$ cat config.mk
export PLATFORM = sky130hd
export DESIGN_NAME = axi4_write_arbiter
export DESIGN_NICKNAME = d
export VERILOG_FILES = /design/src/rtl/axi4_interconnect_pkg.sv /design/src/rtl/axi4_rr_arbiter.sv /design/src/rtl/axi4_write_arbiter.sv
export SDC_FILE = /design/constraint.sdc
export NUM_CORES = 1
export LEC_CHECK = 0
export ABC_AREA = 1
export CELL_PAD_IN_SITES_DETAIL_PLACEMENT = 1
export CELL_PAD_IN_SITES_GLOBAL_PLACEMENT = 1
export CORE_UTILIZATION = 42
export CTS_BUF_LIST = sky130_fd_sc_hd__clkbuf_4 sky130_fd_sc_hd__clkbuf_8
export DETAILED_ROUTE_END_ITERATION = 16
export PLACE_DENSITY_LB_ADDON = 0.2
export SLEW_MARGIN = 20
export SYNTH_ARGS = -nofsm -noshare
export SYNTH_HDL_FRONTEND = slang
export SYNTH_SLANG_ARGS = --single-unit
$ cat constraint.sdc
create_clock -name aclk -period 11.46 [get_ports aclk]
set_input_delay 2.292 -clock aclk [delete_from_list [all_inputs] [get_ports aclk]]
set_output_delay 2.292 -clock aclk [all_outputs]
set_load 0.02 [all_outputs]
$ cat src/rtl/axi4_interconnect_pkg.sv
// -----------------------------------------------------------------------------
// axi4_interconnect_pkg
// Shared types and defaults for the AXI4 interconnect write-channel arbiter.
//   arb_state_t          : write arbiter FSM states (IDLE, ADDR, DATA)
//   DEFAULT_NUM_MASTERS  : default number of requesting masters
//   DEFAULT_QOS_WIDTH    : default AWQOS width per master
// -----------------------------------------------------------------------------
package axi4_interconnect_pkg;

    localparam int DEFAULT_NUM_MASTERS = 10;
    localparam int DEFAULT_QOS_WIDTH   = 4;

    typedef enum logic [1:0] {
        IDLE = 2'd0,
        ADDR = 2'd1,
        DATA = 2'd2
    } arb_state_t;

endpackage

$ cat src/rtl/axi4_rr_arbiter.sv
// -----------------------------------------------------------------------------
// axi4_rr_arbiter
// Combinational round-robin pick: scans req starting at ptr, wrapping from
// N-1 back to 0, and returns the first set bit.
// Ports:
//   req    in  N      request mask (already QoS-filtered by the caller)
//   ptr    in  IDX_W  index where the search starts (must be < N)
//   onehot out N      one-hot winner, zero when no request
//   idx    out IDX_W  binary index of the winner, zero when no request
//   any    out 1      at least one request present
// -----------------------------------------------------------------------------
module axi4_rr_arbiter #(
    parameter int N     = 10,
    parameter int IDX_W = $clog2(N)
) (
    input  logic [N-1:0]     req,
    input  logic [IDX_W-1:0] ptr,
    output logic [N-1:0]     onehot,
    output logic [IDX_W-1:0] idx,
    output logic             any
);

    // One extra bit so ptr + offset cannot overflow before the wrap.
    logic [IDX_W:0]   sum;
    logic [IDX_W-1:0] cand;

    // NOTE: every always_comb output gets a default before any branch; a path
    // that leaves a variable unassigned would otherwise infer a latch.
    always_comb begin
        onehot = '0;
        idx    = '0;
        any    = 1'b0;
        sum    = '0;
        cand   = '0;
        for (int off = 0; off < N; off++) begin
            sum = {1'b0, ptr} + (IDX_W+1)'(off);
            if (sum >= (IDX_W+1)'(N)) begin
                sum = sum - (IDX_W+1)'(N);
            end
            cand = sum[IDX_W-1:0];
            if (!any && req[cand]) begin
                any          = 1'b1;
                onehot[cand] = 1'b1;
                idx          = cand;
            end
        end
    end

endmodule

$ cat src/rtl/axi4_write_arbiter.sv
// -----------------------------------------------------------------------------
// axi4_write_arbiter
// Arbitrates the AW/W channels of one slave among NUM_MASTERS masters. A
// grant is issued from IDLE, held through the address handshake (ADDR) and
// the last write beat (DATA), then released for one idle cycle.
// Optional feature: define AXI4_WRITE_ARB_QOS_EN to restrict each pick to the
// requesters carrying the highest req_qos; ties still go round-robin.
// Ports:
//   aclk        in  1                     clock, rising edge
//   aresetn     in  1                     asynchronous active-low reset
//   req         in  NUM_MASTERS           per-master AWVALID for this slave
//   req_qos     in  NUM_MASTERS*QOS_WIDTH per-master AWQOS, master i at [i*QOS_WIDTH +: QOS_WIDTH]
//   aw_hs       in  1                     AWVALID&AWREADY on the muxed channel
//   w_last_hs   in  1                     WVALID&WREADY&WLAST on the muxed channel
//   grant       out NUM_MASTERS           one-hot grant (mux selects)
//   grant_id    out clog2(NUM_MASTERS)    binary index of the grant
//   grant_valid out 1                     a grant is active
//   busy        out 1                     FSM is not IDLE
// -----------------------------------------------------------------------------
module axi4_write_arbiter
    import axi4_interconnect_pkg::*;
#(
    parameter int NUM_MASTERS = DEFAULT_NUM_MASTERS,
    parameter int QOS_WIDTH   = DEFAULT_QOS_WIDTH
) (
    input  logic                             aclk,
    input  logic                             aresetn,
    input  logic [NUM_MASTERS-1:0]           req,
    input  logic [NUM_MASTERS*QOS_WIDTH-1:0] req_qos,
    input  logic                             aw_hs,
    input  logic                             w_last_hs,
    output logic [NUM_MASTERS-1:0]           grant,
    output logic [$clog2(NUM_MASTERS)-1:0]   grant_id,
    output logic                             grant_valid,
    output logic                             busy
);

    localparam int IDX_W = $clog2(NUM_MASTERS);

    arb_state_t             state, state_n;
    logic [IDX_W-1:0]       rr_ptr, rr_ptr_n;
    logic                   wdone, wdone_n;
    logic [NUM_MASTERS-1:0] grant_n;
    logic [IDX_W-1:0]       grant_id_n;
    logic                   grant_valid_n;
    logic                   burst_done;

    logic [NUM_MASTERS-1:0] eligible;
    logic [NUM_MASTERS-1:0] win_onehot;
    logic [IDX_W-1:0]       win_idx;
    logic                   win_any;

`ifdef AXI4_WRITE_ARB_QOS_EN
    logic [QOS_WIDTH-1:0] max_qos;

    // Two passes: find the highest QoS among live requests, then keep only
    // the requests carrying it.
    always_comb begin
        max_qos  = '0;
        eligible = '0;
        for (int i = 0; i < NUM_MASTERS; i++) begin
            if (req[i] && (req_qos[i*QOS_WIDTH +: QOS_WIDTH] > max_qos)) begin
                max_qos = req_qos[i*QOS_WIDTH +: QOS_WIDTH];
            end
        end
        for (int i = 0; i < NUM_MASTERS; i++) begin
            eligible[i] = req[i] && (req_qos[i*QOS_WIDTH +: QOS_WIDTH] == max_qos);
        end
    end
`else
    // QoS ignored in this build; the port stays for a uniform interface.
    logic qos_unused;
    assign qos_unused = ^req_qos;
    assign eligible   = req;
`endif

    axi4_rr_arbiter #(
        .N     (NUM_MASTERS),
        .IDX_W (IDX_W)
    ) u_rr_arbiter (
        .req    (eligible),
        .ptr    (rr_ptr),
        .onehot (win_onehot),
        .idx    (win_idx),
        .any    (win_any)
    );

    // Burst ends on the address handshake if the last beat already went by
    // (or goes by now), otherwise on the last beat while in DATA.
    assign burst_done = ((state == ADDR) && aw_hs && (wdone || w_last_hs)) ||
                        ((state == DATA) && w_last_hs);

    // NOTE: combinational next-state logic uses blocking assignments so later
    // statements see earlier ones within the same evaluation.
    always_comb begin
        state_n       = state;
        rr_ptr_n      = rr_ptr;
        wdone_n       = wdone;
        grant_n       = grant;
        grant_id_n    = grant_id;
        grant_valid_n = grant_valid;

        unique case (state)
            IDLE: begin
                // Handshakes seen here belong to no burst and are ignored.
                wdone_n       = 1'b0;
                grant_n       = '0;
                grant_id_n    = '0;
                grant_valid_n = 1'b0;
                if (win_any) begin
                    state_n       = ADDR;
                    grant_n       = win_onehot;
                    grant_id_n    = win_idx;
                    grant_valid_n = 1'b1;
                end
            end
            ADDR: begin
                // Grant is held regardless of req: AWVALID may not be dropped.
                if (aw_hs) begin
                    state_n = DATA;
                end else if (w_last_hs) begin
                    wdone_n = 1'b1;
                end
            end
            DATA: begin
            end
            default: begin
                state_n = IDLE;
            end
        endcase

        if (burst_done) begin
            state_n       = IDLE;
            wdone_n       = 1'b0;
            grant_n       = '0;
            grant_id_n    = '0;
            grant_valid_n = 1'b0;
            rr_ptr_n      = (grant_id == IDX_W'(NUM_MASTERS - 1)) ? '0 : grant_id + 1'b1;
        end
    end

    // NOTE: sequential state uses non-blocking assignments so every register
    // updates from the same pre-edge values.
    always_ff @(posedge aclk or negedge aresetn) begin
        if (!aresetn) begin
            state       <= IDLE;
            rr_ptr      <= '0;
            wdone       <= 1'b0;
            grant       <= '0;
            grant_id    <= '0;
            grant_valid <= 1'b0;
        end else begin
            state       <= state_n;
            rr_ptr      <= rr_ptr_n;
            wdone       <= wdone_n;
            grant       <= grant_n;
            grant_id    <= grant_id_n;
            grant_valid <= grant_valid_n;
        end
    end

    assign busy = (state != IDLE);

endmodule

==> run_results.csv <==
group,metric,value,unit
grt,grt_use_met2,52.3,%
finish,finalNetCount,944,
grt,grt_use_met1,40.6,%
finish,instances_no_fill,1006,
floorplanning,boundaryPins,70,
clock_tree,root_buffer,"clkbuf_8",
drt,routedWlPerCell,17.7,um
sta,max_slew_margin,30.5,%
clock_tree,path_clk_slew,90,ps
worst_hold_path,holdCritStartpoint,"grant[4]",
place,place_ws,6010,ps
synth,synth_xor_area_share,1.60,%
sta,final.setup.worst_slack,6230,ps
worst_setup_path,crit_top_cell,"nand2_1",
synth,synth-simple-area-share,57.8,%
place,gp_congestion,0.880,
drt,viasPerCell,5.60,
floorplanning,fp.dieH,109,um
grt,overflow,0,
synth,synthAdderAreaFrac,6.09,%
synth,synth_top_family_by_area,"simple AND/OR/NAND/NOR gates",
synth,synth_area,4850,um^2
clock_tree,cts.sinks,22,
drt,routed_wl,17.9,mm
synth,synth_compound_area_share,11.3,%
clock_tree,ctsResizeCount,0,
clock_tree,ctsHtreeMaxLevel,1,
synth,netlist_instances,848,
place,hpwl,14.7,mm
floorplanning,die_area,12000,um^2
clock_tree,clock_latency,270,ps
sta,hold_violations,0,
clock_tree,postCtsSetupRepairBufs,0,
grt,grt_max_degree,53,
sta,worstMarginPinSlew,1040,ps
drt,ant_nets,0,
worst_setup_path,start_kind,"input pin",
drt,num_vias,5629,
grt,grt-busiest-layer,"met2",
finish,antenna_cells,0,
clock_tree,cts_tree,"built",
floorplanning,die-width,109,um
grt,grt_usage,31.0,%
synth,synthMuxAreaShare,0,%
sta,rsz0062_at_grt,"false",
synth,yosys_warnings,0,
drt,dr.pass1.iters,5,
sta,fmax,191,MHz
drt,drt-initial-drc-count,369,
grt,grt_pass1_vias,5651,
floorplanning,core,11000,um^2
run,cap_violations,0,
sta,fin_crit_sh,45.6,%
place,dp.cells,1002,
sta,clock_skew,3.98,ps
worst_setup_path,r2r_start,"rr_ptr[1]",
worst_setup_path,cp.required,11630,ps
worst_setup_path,crit_chain,"clkdlybuf4s50_1, inv_1, o21ai_0, inv_1, nand3_1, nand2_1, nand2_1, nand3_2, nor2_1, nand2_1, o21ai_0, nand4_1, o22ai_1, nand2_1, nand2_1, nand2_1",
place,io_buffers,29,
synth,synthesis.nets,925,
finish,drive_gt1_share,13.7,%
worst_setup_path,r2r_slack,6650,ps
grt,antenna_found_initial,0,
worst_setup_path,cp_max_fo,12,
worst_setup_path,cpMaxStageDelayCell,"nor2_1",
finish,post-route-util,47.7,%
worst_setup_path,critPathCaptureType,"flop",
sta,fin_crit,5230,ps
worst_setup_path,critPathKind,"input pin to flop",
finish,fillers,1621,
worst_hold_path,whs_endpoint,"grant[4]",
worst_hold_path,holdPathStages,2,
sta,drv_slew,0,
worst_hold_path,hold_path.class,"flop to flop",
drt,drc_errors,0,
worst_setup_path,critical_path.max_stage_delay,630,ps
sta,setup_viol,0,
synth,ys_seq_area_share,11.4,%
synth,syn_area_per_cell,5.72,um^2
synth,yosysUniqueCellTypes,55,
clock_tree,hold_buffers,0,
sta,fin_tns_setup,0,ps
synth,ys_seq_elements,22,
floorplanning,row_count,38,
grt,grt_first_pass_wirelength,28.6,mm
worst_setup_path,timing.rr.end,"grant_id[3]",
finish,area_delta_synth_final,8.59,%
worst_setup_path,r2r_cells,19,
floorplanning,start_util,44.0,%
clock_tree,numCtsBuffers,3,
clock_tree,clockBufferDepth,2,
status,status,"complete, no violations",
grt,grt.met3_usage,3.08,%
worst_setup_path,crit_arrival,5400,ps
==> Yosys cell counts (all sizes together) <==
library cell,instances,area [um^2]
dlygate4sd3,1,10.0
o211ai,8,60.1
o21ai,48,274
nand2,284,1190
nor2,147,667
fa,1,20.0
a31oi,2,18.8
o22ai,1,6.26
and2,3,21.3
nor4,1,6.26
clkbuf,2,17.5
a21oi,16,87.6
o21a,1,7.51
o21bai,6,56.3
and3,2,13.8
ha,22,275
or2,1,6.26
buf,13,96.3
or3,1,6.26
nand3b,2,15.0
nand3,98,583
dfrtp,22,551
o31ai,5,37.5
inv,116,443
xor2,4,68.8
xnor2,1,8.76
nand4,24,216
nor3,14,80.1
clkinv,2,7.51
==> critical path: cells and delay by family <==
kind	cells	cell delay [ps]
compound gates	3	850
buf+inv	3	660
simple gates	10	1580
==> stage by stage <==
| step | area [um^2] | hold slack (ps) |
|---|---|---|
| after floorplan | 4850 | 467 |
| after global placement | 5200 | 463 |
| after detailed placement | 5200 | 469 |
| after CTS | 5270 | 491 |
| after global routing | 5270 | 517 |
| final | 5270 | 487 |
==> flip-flops by register name (all words and copies together), names as in the netlist <==
| signal | cells |
|---|---|
| rr_ptr | 4 |
| wdone | 1 |
| state | 2 |
| grant_id | 4 |
| grant_valid | 1 |
| grant | 10 |
==> placed cells by master (no fill, tap or decap), types with 2 or more instances in the layout <==
master	instances
o211ai_1	8
o21ai_0	33
nor2_1	129
nor2_4	14
nand3b_1	2
xor2_2	2
nand3_4	3
nand2_2	31
clkbuf_8	3
o31ai_1	5
o21ai_2	6
clkdlybuf4s50_1	28
nand4_1	19
nor3_1	12
nor2_2	4
nand4_4	4
and2_1	2
nand2_4	6
dfrtp_1	21
nor3_2	2
inv_2	18
inv_1	96
ha_1	22
nand2_1	247
a21oi_2	2
clkinv_1	2
a21oi_1	14
o21ai_1	8
nand3_1	84
nand3_2	11
o21bai_1	5
==> metal layers <==
| layer | part of all wire [%] | vias up |
|---|---|---|
| met1 | 46 | 2695 |
| li1 | - | 2758 |
| met4 | 3.6 | 0 |
| met3 | 4.1 | 43 |
| met5 | 0 | - |
| met2 | 46 | 133 |
==> worst max path at each step <==
stage	from	to	depth (start not counted)
after floorplan	req[6]	grant[2]	18
after global placement	req[3]	grant[2]	16
after detailed placement	req[3]	grant[2]	16
after CTS	req[3]	grant[2]	16
after global routing	req[2]	grant_id[3]	16
final	req[6]	grant_id[3]	16
==> kinds of logic (layout without fill, tap and decap cells) <==
group	after synthesis	after routing
AOI/OAI and AO/OA	87	87
xor gates and xnor gates	5	5
adders and majority gates	23	23
buffers and inverters	134	152
DFF	22	22
and+or+nand+nor	577	577
==> layout make-up <==
class	count	area (um^2)	area share [%]
timing repair buffer	30	293	5.56
clock inverter	1	30.0	0.570
sequential	22	552	10.5
tap	140	175	3.33
clock buffer	3	41.3	0.784
inverter	118	450	8.55
multi-input combinational	692	3720	70.7
Power is not shown: default switching activity piles up to over one toggle a cycle in this logic, so the estimate is an artifact.
==> variant 1 (same settings) <==
Re-encode `arb_state_t` (3 states) as one-hot, 3 bits wide.
--- a/src/rtl/axi4_interconnect_pkg.sv
+++ b/src/rtl/axi4_interconnect_pkg.sv
@@ -12,6 +12,6 @@
 
-    typedef enum logic [1:0] {
-        IDLE = 2'd0,
-        ADDR = 2'd1,
-        DATA = 2'd2
+    typedef enum logic [2:0] {
+        IDLE = 3'b001,
+        ADDR = 3'b010,
+        DATA = 3'b100
     } arb_state_t;
Function: no difference found for any inputs over 4 cycles, from zero or initial values and one cycle with aresetn low; so few cycles prove little.
==> variant 1 against the unedited design <==
  * Worst setup slack got worse by 0.12 ns
  * Design area down 5.2%
  * Global-route usage up 1.4 points
  * Sequential cell count is 1 higher
  * Wire length decreased by 0.63%
  * Sequential share of layout area rose by 1.1 points
  * Final cell count about the same
  * Synthesized area decreased by 5.2%
Power is not shown: default switching activity piles up to over one toggle a cycle in this logic, so the estimate is an artifact.
==> variant 1: results (changes against the unedited design) <==
[finish]
fillCellCount=1577  ; -2.7%

[routing]
vias_per_cell=5.645  ; +0.88%
num_vias=5673  ; +0.78%
wire_per_inst_um=17.65  ; -0.53%

[sta]
worst_clock_skew_ns=0.006398  ; +0.002422 ns
period_share_pct=46.65  ; +1.0 points
slew-limit-headroom_pct=33.84  ; +3.4 points

[yosys]
synth_cell_type_count=48  ; -13%
synth_common_cells=264 x nand2_1, 140 x nor2_1, 110 x nand3_1
synth_fp_nets=929  ; +0.43%
synth_cells=853  ; +0.59%
synthTopCellsByArea=nand2_1 22%, dfrtp_1 12%, nand3_1 12%

[global_routing]
grt_max_degree=54  ; +1.9%
grt_usage_pct=32.47  ; +1.4 points
grt_pass1_wl_um=29550  ; +3.1%
grt_pass1_vias=5894  ; +4.3%

[placed_design]
place.detailed.hpwl_um=14400  ; -2.3%
gp_congestion=0.9212  ; +4.7%
place_inst=1001  ; -0.10%
placed_cell_area_sq_um=4952  ; -4.8%

[worst_setup_path]
cpPeakStageDelay_ns=0.44  ; -0.19 ns
crit_slowest_cell=nor2_2
critPathMaxFanout=20  ; +8

[cts]
numCtsBuffers=3  ; unchanged
root_buffer=clkbuf_8

[run_status]
status=completed

-- variant 1: per-stage QoR --
stage / setup WS [ns] / utilization [%]
after floorplan: 7.358 / -
after global placement: 6.002 / 47.33
after detailed placement: 5.856 / 47.33
after CTS: 6.136 / 47.78
after global routing: 5.793 / 47.73
final: 6.114 / 47.73
-- variant 1: path summary, 6_finish.rpt --
| check | startpoint | endpoint | slack, ns | cells after the start |
|---|---|---|---|---|
| min in group asynchronous | aresetn | wdone | 1.99 | 1 |
| max in group asynchronous | aresetn | state[0] | 9.11 | 1 |
| worst min register to register | grant[5] | grant[5] | 0.49 | 2 |
| worst max-delay path | req[1] | grant[1] | 6.11 | 18 |
| worst max register to register | rr_ptr[1] | grant[1] | 6.33 | 21 |
| worst min-delay path | grant[5] | grant[5] | 0.49 | 2 |
-- variant 1: worst min-delay path, stage by stage (launching register included) --
cell and delay, ns:
dfrtp_1 0.35, nand2_1 0.05, nand2_1 0.06
-- variant 1: metal layers --
layer  vias to the layer above  GRT usage [%]  part of all wire (%)  wire, um
li1                       2782              -                     -         -
met5                         -              0                     0         0
met1                      2726          43.17                    46      8111
met4                         0          9.491                   2.2       396
met2                       133          55.90                    48      8481
met3                        32          2.675                   4.2       751
-- variant 1: cell type report --
class	instances	area, sq um	area share [%]
tap	136	170.2	3.408
multi-input combinational	704	3497	70.03
clock buffer	3	41.29	0.8269
sequential	23	576.8	11.55
clock inverter	1	5.005	0.1002
timing repair buffer	30	292.8	5.863
inverter	108	410.4	8.218
-- variant 1: kinds of logic after synthesis --
logic type               Yosys count  share of synthesized area (%)
AND/OR/NAND/NOR                  581                          55.37
XOR/XNOR                          12                          2.612
buffers and inverters            126                          11.40
adder cells (fa/ha/maj)           22                          6.150
flip-flops                        23                          12.54
AO/OA/AOI/OAI                     89                          11.92
==> variant 2 (same flow settings) <==
Without the edit above. Add a define of `AXI4_WRITE_ARB_QOS_EN`.
--- a/src/rtl/axi4_write_arbiter.sv
+++ b/src/rtl/axi4_write_arbiter.sv
@@ -19,2 +19,4 @@
 // -----------------------------------------------------------------------------
+`define AXI4_WRITE_ARB_QOS_EN
+
 module axi4_write_arbiter
Formal check against the unedited RTL: not equivalent (Yosys sat finds a counterexample within 4 cycles, from zero or initial values and one cycle with aresetn low).
==> variant 2 against the unedited design <==
  * The run now fails in global routing (5_1_grt)
  * Synthesized area is 47% higher
==> variant 2: results (changes against the unedited design) <==
[placed_design]
gp_congestion=0.9450  ; +7.4%
place.detailed.hpwl_um=25440  ; +73%
port_buffers=69  ; +140%
place_inst=1695  ; +69%

[global_routing]
gr-total-overflow=709
grt_use_met1_pct=89.00
grt_usage_pct=93.29
grt_use_met3_pct=80.70
grt_max_degree=43

[yosys]
synth_edf_count=0  ; unchanged
async_flop_share_pct=100.0  ; unchanged
synth_top_area_share_pct=17.04  ; -2.1 points
synth_fp_nets=1377  ; +49%
ys_seq_elements=22  ; unchanged
synth_common_cells=324 x nand2_1, 209 x nand3_1, 178 x nor2_1
synth_warnings=0  ; unchanged
synth_cell_type_count=48  ; -13%
yosysSeqAreaShare_pct=7.714  ; -3.6 points
synth_cells=1277  ; +51%
synthTopCellsByArea=nand2_1 17%, nand3_1 15%, nor2_1 9.4%

[cts]
numCtsBuffers=3  ; unchanged
root_buffer=clkbuf_8
cts.htree.levels=1  ; unchanged
clockBufferDepth=2  ; unchanged

[sta]
worst_endpoint_kind=register data pin

[run_status]
error=[ERROR GRT-0232] Routing congestion too high. Check the congestion heatmap in the GUI.
stop_stage=global routing (5_1_grt)
status=did not finish

==> variant 2: cell count changes after synthesis, moves of 11 or more <==
cell	delta
nand4_1	+17
nand2_1	+77
o21ai_0	+11
nor2_1	+49
ha_1	+23
inv_1	+68
xor2_1	+23
a21oi_1	+12
nand3_1	+125
==> variant 2: logic make-up after synthesis <==
logic type,after synthesis,synth area share [%]
adders and majority gates,46,8.170
xor gates and xnor gates,27,3.314
muxes,1,0.1578
DFF,22,7.714
and+or+nand+nor,861,58.89
buffers and inverters,199,11.94
AOI/OAI and AO/OA,121,9.818
==> variant 2: per-stage QoR <==
stage / setup WS, ns / cell area, sq um / hold slack [ns]
after CTS: -1.347 / 10420 / 0.4977
after floorplan: -0.6207 / 7292 / 0.4661
after global placement: -1.816 / 9206 / 0.4650
after detailed placement: -2.533 / 9206 / 0.4724
==> variant 2: repair_timing <==
action / CTS
cloned: 3
setup buffers: 42
gates resized for setup: 231
pin swaps: 166
endpoints found under the setup margin: 16
